`src/rtl/regfile_pkg.sv`:
```
// Shared constants and types for the sweeping register file.
package regfile_pkg;

    localparam int REGFILE_WIDTH  = 32;
    localparam int REGFILE_ADDR_W = 5;
    localparam int REGFILE_DEPTH  = 32;

    // Register 0 is hardwired to zero: never written, always reads 0.
    localparam int ZERO_REG = 0;

    typedef enum logic [0:0] {
        SWEEP_IDLE   = 1'b0,
        SWEEP_ACTIVE = 1'b1
    } sweep_state_t;

endpackage

```
`src/rtl/regfile_sweep_if.sv`:
```
// Bus bundle between the datapath (master) and the register file (slave).
interface regfile_sweep_if #(
    parameter int WIDTH  = 32,
    parameter int ADDR_W = 5
);
    logic [WIDTH-1:0]  WriteData;
    logic [ADDR_W-1:0] WriteRegister;
    logic              RegWrite;
    logic [ADDR_W-1:0] ReadRegister1;
    logic [ADDR_W-1:0] ReadRegister2;
    logic [WIDTH-1:0]  ReadData1;
    logic [WIDTH-1:0]  ReadData2;
    logic              Clear;
    logic              Busy;
    logic              WriteDropped;

    modport master (
        output WriteData, WriteRegister, RegWrite, ReadRegister1, ReadRegister2, Clear,
        input  ReadData1, ReadData2, Busy, WriteDropped
    );

    modport slave (
        input  WriteData, WriteRegister, RegWrite, ReadRegister1, ReadRegister2, Clear,
        output ReadData1, ReadData2, Busy, WriteDropped
    );
endinterface

```
`src/rtl/regfile_sweep_decoder.sv`:
```
// One-hot write-address decoder; register 0 can never be selected.
module regfile_decoder
    import regfile_pkg::*;
#(
    parameter int ADDR_W = REGFILE_ADDR_W,
    localparam int DEPTH = 2**ADDR_W
) (
    input  logic [ADDR_W-1:0] addr,
    input  logic              en,
    output logic [DEPTH-1:0]  sel
);

    genvar gi;
    generate
        for (gi = 0; gi < DEPTH; gi++) begin : g_dec
            if (gi == ZERO_REG) begin : g_zero
                assign sel[gi] = 1'b0;
            end else begin : g_addr
                assign sel[gi] = en && (addr == ADDR_W'(gi));
            end
        end
    endgenerate

endmodule

```
`src/rtl/regfile_sweep.sv`:
```
// 32x32 register file with two combinational read ports, one write port,
// register 0 hardwired to zero and a sequential clear sweep (regs 1..DEPTH-1,
// one per cycle) that blocks writes while it runs.
// Optional build macro: REGFILE_WRITE_BYPASS_EN adds same-cycle write-through
// forwarding to both read ports.
module regfile_sweep
    import regfile_pkg::*;
#(
    parameter int WIDTH  = REGFILE_WIDTH,
    parameter int ADDR_W = REGFILE_ADDR_W
) (
    input  logic           Clk,
    input  logic           Reset_n,
    regfile_sweep_if.slave bus
);

    localparam int DEPTH = 2**ADDR_W;
    localparam logic [0:0]        ST_IDLE   = SWEEP_IDLE;
    localparam logic [0:0]        ST_ACTIVE = SWEEP_ACTIVE;
    localparam logic [ADDR_W-1:0] PTR_FIRST = ADDR_W'(1);
    localparam logic [ADDR_W-1:0] PTR_LAST  = ADDR_W'(DEPTH - 1);
    localparam logic [ADDR_W-1:0] ZERO_ADDR = ADDR_W'(ZERO_REG);

    logic [0:0]        state_reg;
    logic [ADDR_W-1:0] ptr_reg;
    logic              idle;
    logic              write_en;
    logic [DEPTH-1:0]  wr_sel;
    logic [DEPTH-1:0]  sweep_sel;
    logic [WIDTH-1:0]  reg_q [DEPTH];
    logic [WIDTH-1:0]  rd1;
    logic [WIDTH-1:0]  rd2;

    assign idle     = (state_reg == ST_IDLE);
    // Writes are only honoured while no sweep is running.
    assign write_en = bus.RegWrite && idle;

    regfile_decoder #(.ADDR_W(ADDR_W)) u_dec (
        .addr (bus.WriteRegister),
        .en   (write_en),
        .sel  (wr_sel)
    );

    // Sweep FSM: pointer walks 1..DEPTH-1 and rests at 1 when idle.
    always_ff @(posedge Clk or negedge Reset_n) begin
        if (!Reset_n) begin
            state_reg <= ST_IDLE;
            ptr_reg   <= PTR_FIRST;
        end else if (idle) begin
            if (bus.Clear) begin
                state_reg <= ST_ACTIVE;
                ptr_reg   <= PTR_FIRST;
            end
        end else if (ptr_reg == PTR_LAST) begin
            state_reg <= ST_IDLE;
            ptr_reg   <= PTR_FIRST;
        end else begin
            ptr_reg <= ptr_reg + ADDR_W'(1);
        end
    end

    genvar gi;
    generate
        for (gi = 0; gi < DEPTH; gi++) begin : g_reg
            if (gi == ZERO_REG) begin : g_zero
                assign sweep_sel[gi] = 1'b0;
                assign reg_q[gi]     = '0;
            end else begin : g_store
                logic [WIDTH-1:0] q_reg;

                // The sweep select is only live outside IDLE, where the
                // decoder is disabled, so the two never collide.
                assign sweep_sel[gi] = !idle && (ptr_reg == ADDR_W'(gi));

                // Per-register storage: sweep zeroes it, decoder loads it.
                always_ff @(posedge Clk or negedge Reset_n) begin
                    if (!Reset_n) begin
                        q_reg <= '0;
                    end else if (sweep_sel[gi]) begin
                        q_reg <= '0;
                    end else if (wr_sel[gi]) begin
                        q_reg <= bus.WriteData;
                    end
                end

                assign reg_q[gi] = q_reg;
            end
        end
    endgenerate

    // Read port 1: stored value, optionally forwarded from the write port.
    always_comb begin
        rd1 = reg_q[bus.ReadRegister1];
`ifdef REGFILE_WRITE_BYPASS_EN
        if (write_en && (bus.WriteRegister != ZERO_ADDR) &&
            (bus.WriteRegister == bus.ReadRegister1)) begin
            rd1 = bus.WriteData;
        end
`endif
    end

    // Read port 2: stored value, optionally forwarded from the write port.
    always_comb begin
        rd2 = reg_q[bus.ReadRegister2];
`ifdef REGFILE_WRITE_BYPASS_EN
        if (write_en && (bus.WriteRegister != ZERO_ADDR) &&
            (bus.WriteRegister == bus.ReadRegister2)) begin
            rd2 = bus.WriteData;
        end
`endif
    end

    assign bus.ReadData1    = rd1;
    assign bus.ReadData2    = rd2;
    assign bus.Busy         = !idle;
    // Any write attempt during a sweep, including to register 0, is reported.
    assign bus.WriteDropped = bus.RegWrite && !idle;

endmodule

```
`src/flat_wrapper.sv`:
```
// flat-port wrapper written by rule: the top's interface ports become plain ports
module regfile_sweep_flat import regfile_pkg::*;
#(
    parameter int WIDTH  = REGFILE_WIDTH,
    parameter int ADDR_W = REGFILE_ADDR_W
)
  (Clk, Reset_n, bus_WriteData, bus_WriteRegister, bus_RegWrite, bus_ReadRegister1, bus_ReadRegister2, bus_Clear, bus_ReadData1, bus_ReadData2, bus_Busy, bus_WriteDropped);
  regfile_sweep_if #(.WIDTH(WIDTH), .ADDR_W(ADDR_W)) bus_i ();
  input  logic Clk;
  input  logic Reset_n;
  input wire logic [$bits(bus_i.WriteData)-1:0] bus_WriteData;
  input wire logic [$bits(bus_i.WriteRegister)-1:0] bus_WriteRegister;
  input wire logic [$bits(bus_i.RegWrite)-1:0] bus_RegWrite;
  input wire logic [$bits(bus_i.ReadRegister1)-1:0] bus_ReadRegister1;
  input wire logic [$bits(bus_i.ReadRegister2)-1:0] bus_ReadRegister2;
  input wire logic [$bits(bus_i.Clear)-1:0] bus_Clear;
  output wire logic [$bits(bus_i.ReadData1)-1:0] bus_ReadData1;
  output wire logic [$bits(bus_i.ReadData2)-1:0] bus_ReadData2;
  output wire logic [$bits(bus_i.Busy)-1:0] bus_Busy;
  output wire logic [$bits(bus_i.WriteDropped)-1:0] bus_WriteDropped;
  assign bus_i.WriteData = bus_WriteData;
  assign bus_i.WriteRegister = bus_WriteRegister;
  assign bus_i.RegWrite = bus_RegWrite;
  assign bus_i.ReadRegister1 = bus_ReadRegister1;
  assign bus_i.ReadRegister2 = bus_ReadRegister2;
  assign bus_i.Clear = bus_Clear;
  assign bus_ReadData1 = bus_i.ReadData1;
  assign bus_ReadData2 = bus_i.ReadData2;
  assign bus_Busy = bus_i.Busy;
  assign bus_WriteDropped = bus_i.WriteDropped;
  regfile_sweep #(.WIDTH(WIDTH), .ADDR_W(ADDR_W)) u_core (.Clk(Clk), .Reset_n(Reset_n), .bus(bus_i));
endmodule
```
`config.mk`:
```
export PLATFORM = sky130hd
export DESIGN_NAME = regfile_sweep_flat
export DESIGN_NICKNAME = d
export VERILOG_FILES = /design/src/rtl/regfile_pkg.sv /design/src/rtl/regfile_sweep_if.sv /design/src/rtl/regfile_sweep_decoder.sv /design/src/rtl/regfile_sweep.sv /design/src/flat_wrapper.sv
export SDC_FILE = /design/constraint.sdc
export NUM_CORES = 2
export LEC_CHECK = 0
export BUFFER_PORTS_ARGS = -buffer_cell sky130_fd_sc_hd__buf_2
export CORE_ASPECT_RATIO = 1.1
export CORE_MARGIN = 2
export CORE_UTILIZATION = 55
export CTS_BUF_LIST = sky130_fd_sc_hd__clkbuf_4
export CTS_CLUSTER_SIZE = 14
export DETAILED_ROUTE_END_ITERATION = 8
export PLACE_DENSITY_LB_ADDON = 0.15
export REMOVE_ABC_BUFFERS = 1
export SETUP_SLACK_MARGIN = 0.1
export SLEW_MARGIN = 20
export SYNTH_ARGS = -nofsm -noshare
export SYNTH_HDL_FRONTEND = slang
export SYNTH_HIERARCHICAL = 1
export SYNTH_SLANG_ARGS = --single-unit
```
`constraint.sdc`:
```
create_clock -name Clk -period 5.1 [get_ports Clk]
set_clock_uncertainty 0.05 [all_clocks]
set_input_delay 0.765 -clock Clk [delete_from_list [all_inputs] [get_ports Clk]]
set_output_delay 0.765 -clock Clk [all_outputs]
set_load 0.01 [all_outputs]
```
==> results.rst <==
.. list-table::
   :header-rows: 1

   * - Metric
     - Value
   * - HPWL after DPL
     - 113000 µm
   * - Multi-input combinational cell area
     - 29800 µm²
   * - Hold path depth
     - 3
   * - Setup slack of the most critical reg-to-reg path
     - 1.53 ns
   * - Result of the run
     - complete, no violations
   * - Arrival time worst endpoint
     - 3.49 ns
   * - Initial antenna violation count
     - 8
   * - Port bufs
     - 116
   * - Wire length of the first global-routing pass
     - 292000 µm
   * - Clock Path Buffers
     - 4
   * - TritonCTS clock tree
     - done
   * - Ordered list of cells on the worst path
     - buf_8 -> buf_12 -> mux4_2 -> a22o_1 -> o21ai_1 -> o31ai_1 -> buf_2
   * - Worst hold path startpoint
     - bus_WriteData[17]
   * - Slowest library cell on the worst path
     - sky130_fd_sc_hd__buf_8
   * - DIE AREA
     - 106000 µm²
   * - GRT Residual Overflow
     - 0
   * - Vias in the first global route
     - 43751
   * - Synthesized netlist cell count
     - 4836
   * - Power Internal
     - 13.4 mW
   * - Mean post-synth cell area
     - 11.7 µm²
   * - R2R depth
     - 7
   * - Clock latency on the worst-skew pair
     - 1.17 ns
   * - Remaining max-slew budget at the tightest pin
     - 0.208
   * - Final Setup Violations
     - 0
   * - Final slew viol count
     - 0
   * - Die Wd
     - 310 µm
   * - Number of DRC violations after detailed-routing iteration 0
     - 4955
   * - Area of the mapped netlist
     - 56600 µm²
   * - Net switching fraction of the power
     - 0.320
   * - Yosys warning count
     - 6
   * - End of the worst hold path
     - u_core/g_reg[29].g_store.q_reg[17]$_DFFE_PN0P_
   * - Post-Route Utilization
     - 0.608
   * - Fraction of final layout cells sized beyond drive strength 1
     - 0.240
   * - Worst setup slack before clock tree synthesis
     - 0.820 ns
   * - ANT nets after route
     - 0
   * - Least-Margin Pin Slew
     - 1.19 ns
   * - Avg WL per Cell
     - 30.9 µm
   * - Number of vias in the routed layout
     - 43155
   * - Core Box Area
     - 102000 µm²
   * - Clock-pin slew on the worst setup and hold paths
     - 0.07 ns
   * - Total track usage
     - 0.379
   * - Type of the most critical hold path
     - in2reg
   * - Setup repair after global routing missed its margin
     - no
   * - Type of origin of the critical path
     - primary input
   * - Chip height
     - 340 µm
   * - Effective utilization at floorplan
     - 0.554
   * - Synth-to-layout area growth
     - 9.76%
   * - Hold Fails Final Rpt
     - 0
   * - TNS Setup
     - 0 ns
   * - Buffers inserted by post-CTS timing repair
     - 0
   * - Crit path capture type
     - output port
   * - Pre-antenna DRT Iters
     - 6
   * - Hold_ws
     - 0.166 ns
   * - CTS H-tree lvls
     - 5
   * - Min cycle time layout
     - 4.31 ns
   * - Number of sinks driven by the clock tree
     - 998
   * - Worst setup path class
     - in2out
   * - Required time of the worst setup path
     - 4.28 ns
   * - Destination of the worst register-to-register timing path
     - u_core/g_reg[9].g_store.q_reg[31]$_DFFE_PN0P_
   * - Max frequency
     - 0.232 GHz
   * - Top-Level Pins
     - 117
   * - Post-route fraction of the period consumed by the critical path
     - 0.845
   * - Sequential cell area
     - 25000 µm²
   * - Leakage power figure
     - 27.1 nW
   * - Total Routed Length
     - 198000 µm
   * - Maximum number of pins on one net before global-route repair
     - 131
   * - DRC violation count after routing
     - 0
   * - Net switching power of the design
     - 6.30 mW
   * - Via/cell ratio
     - 6.73
   * - Number of hold-repair buffers added at the cts stage
     - 2
   * - Worst stage delay on the critical path
     - 0.54 ns
   * - Peak fanout along the critical path
     - 59
   * - Peak supply drop
     - 182 µV
   * - Rows
     - 123
   * - Logic pwr share
     - 0.174
   * - Fin worst setup slack
     - 0.791 ns
   * - Number of flip-flops in the largest register
     - 992
   * - Power density over the cells
     - 317 nW/µm²
   * - Final-stage net count
     - 4908
   * - Launch point of the worst reg-to-reg path
     - u_core/bus.Busy$_DFF_PN0_
   * - Clock network fraction of design power
     - 0.370
   * - Number of buffers created by CTS
     - 288
   * - Routability congestion estimate from global placement
     - 0.876
   * - FILL cells
     - 8361
   * - Total of cells resized after clock tree synthesis
     - 0
   * - Sequential share of power
     - 0.456
   * - Max_cap viols
     - 0
   * - Master cell of the clock root buffer
     - sky130_fd_sc_hd__clkbuf_4
metrics by stage:
step                      cells  total power, mW  area [µm²]
after CTS                  6408             19.8       62100
after detailed placement   5933             12.5       58700
after global placement     5933             12.4       58700
final                      6412             19.7       62100
after floorplan            4304             10.6       54300
after global routing       6409             20.5       62100
layer usage:
metal / global-route usage / vias to the layer above / share of wire
met4: 0.185 / 12 / 0.050
met5: 0 / - / 0.00037
li1: - / 17719 / -
met1: 0.505 / 22022 / 0.38
met2: 0.565 / 2740 / 0.45
met3: 0.117 / 662 / 0.12
final cells by class:
type	instances	area share
Multi-Input combinational cell	3300	0.480
Sequential cell	998	0.402
Clock buffer	402	0.0486
Timing Repair Buffer	256	0.0350
Tap cell	1375	0.0277
Clock inverter	71	0.00578
Inverter	6	0.000363
Antenna cell	4	0.000161
critical path: cells and delay by family:
family / cells / cell delay [ns]
buffers and inverters: 3 / 1.10
muxes: 1 / 0.54
AOI/OAI and AO/OA: 3 / 0.98
layout by cell type (no fill, tap or decap), types with 5 or more instances in the layout:
cell and n:
sky130_fd_sc_hd__nand2_1 74, sky130_fd_sc_hd__o31ai_1 66, sky130_fd_sc_hd__nor2b_4 6, sky130_fd_sc_hd__ha_1 7
sky130_fd_sc_hd__a22o_1 192, sky130_fd_sc_hd__nand2b_1 8, sky130_fd_sc_hd__mux4_2 384, sky130_fd_sc_hd__nor2_4 55
sky130_fd_sc_hd__o21ai_1 64, sky130_fd_sc_hd__o22ai_1 64, sky130_fd_sc_hd__and3_1 33, sky130_fd_sc_hd__buf_12 38
sky130_fd_sc_hd__mux2_2 64, sky130_fd_sc_hd__clkinv_2 11, sky130_fd_sc_hd__nor3_2 7, sky130_fd_sc_hd__clkinv_1 48
sky130_fd_sc_hd__buf_4 105, sky130_fd_sc_hd__clkbuf_4 402, sky130_fd_sc_hd__mux2i_1 1153, sky130_fd_sc_hd__buf_8 5
sky130_fd_sc_hd__nor2_1 994, sky130_fd_sc_hd__buf_2 106, sky130_fd_sc_hd__a211oi_1 64, sky130_fd_sc_hd__dfrtp_1 997
sky130_fd_sc_hd__inv_1 5, sky130_fd_sc_hd__and2_1 33, sky130_fd_sc_hd__inv_2 10
power by group through the flow:
stage | Sequential (mW) | Combinational [mW] | Clock [mW]
after CTS | 8.96 | 3.37 | 7.42
after floorplan | 8.93 | 1.66 | 0
after global placement | 9.08 | 3.30 | 0
final | 8.98 | 3.44 | 7.29
after global routing | 9.04 | 3.61 | 7.84
after detailed placement | 9.10 | 3.36 | 0
how the worst max path moves through the flow:
stage	startpoint	endpoint	slack, ns	cells after the start
2_1_floorplan	bus_RegWrite	u_core/g_reg[3].g_store.q_reg[0]$_DFFE_PN0P_	0.93	5
3_3_place_gp	bus_ReadRegister1[0]	bus_ReadData1[6]	0.85	8
3_5_place_dp	bus_ReadRegister1[0]	bus_ReadData1[23]	0.82	7
4_1_cts	bus_ReadRegister1[0]	bus_ReadData1[6]	0.82	7
5_1_grt	bus_ReadRegister1[0]	bus_ReadData1[20]	0.66	9
6_report	bus_ReadRegister1[0]	bus_ReadData1[23]	0.79	7
Note: power is estimated with default switching activity, not from simulation.
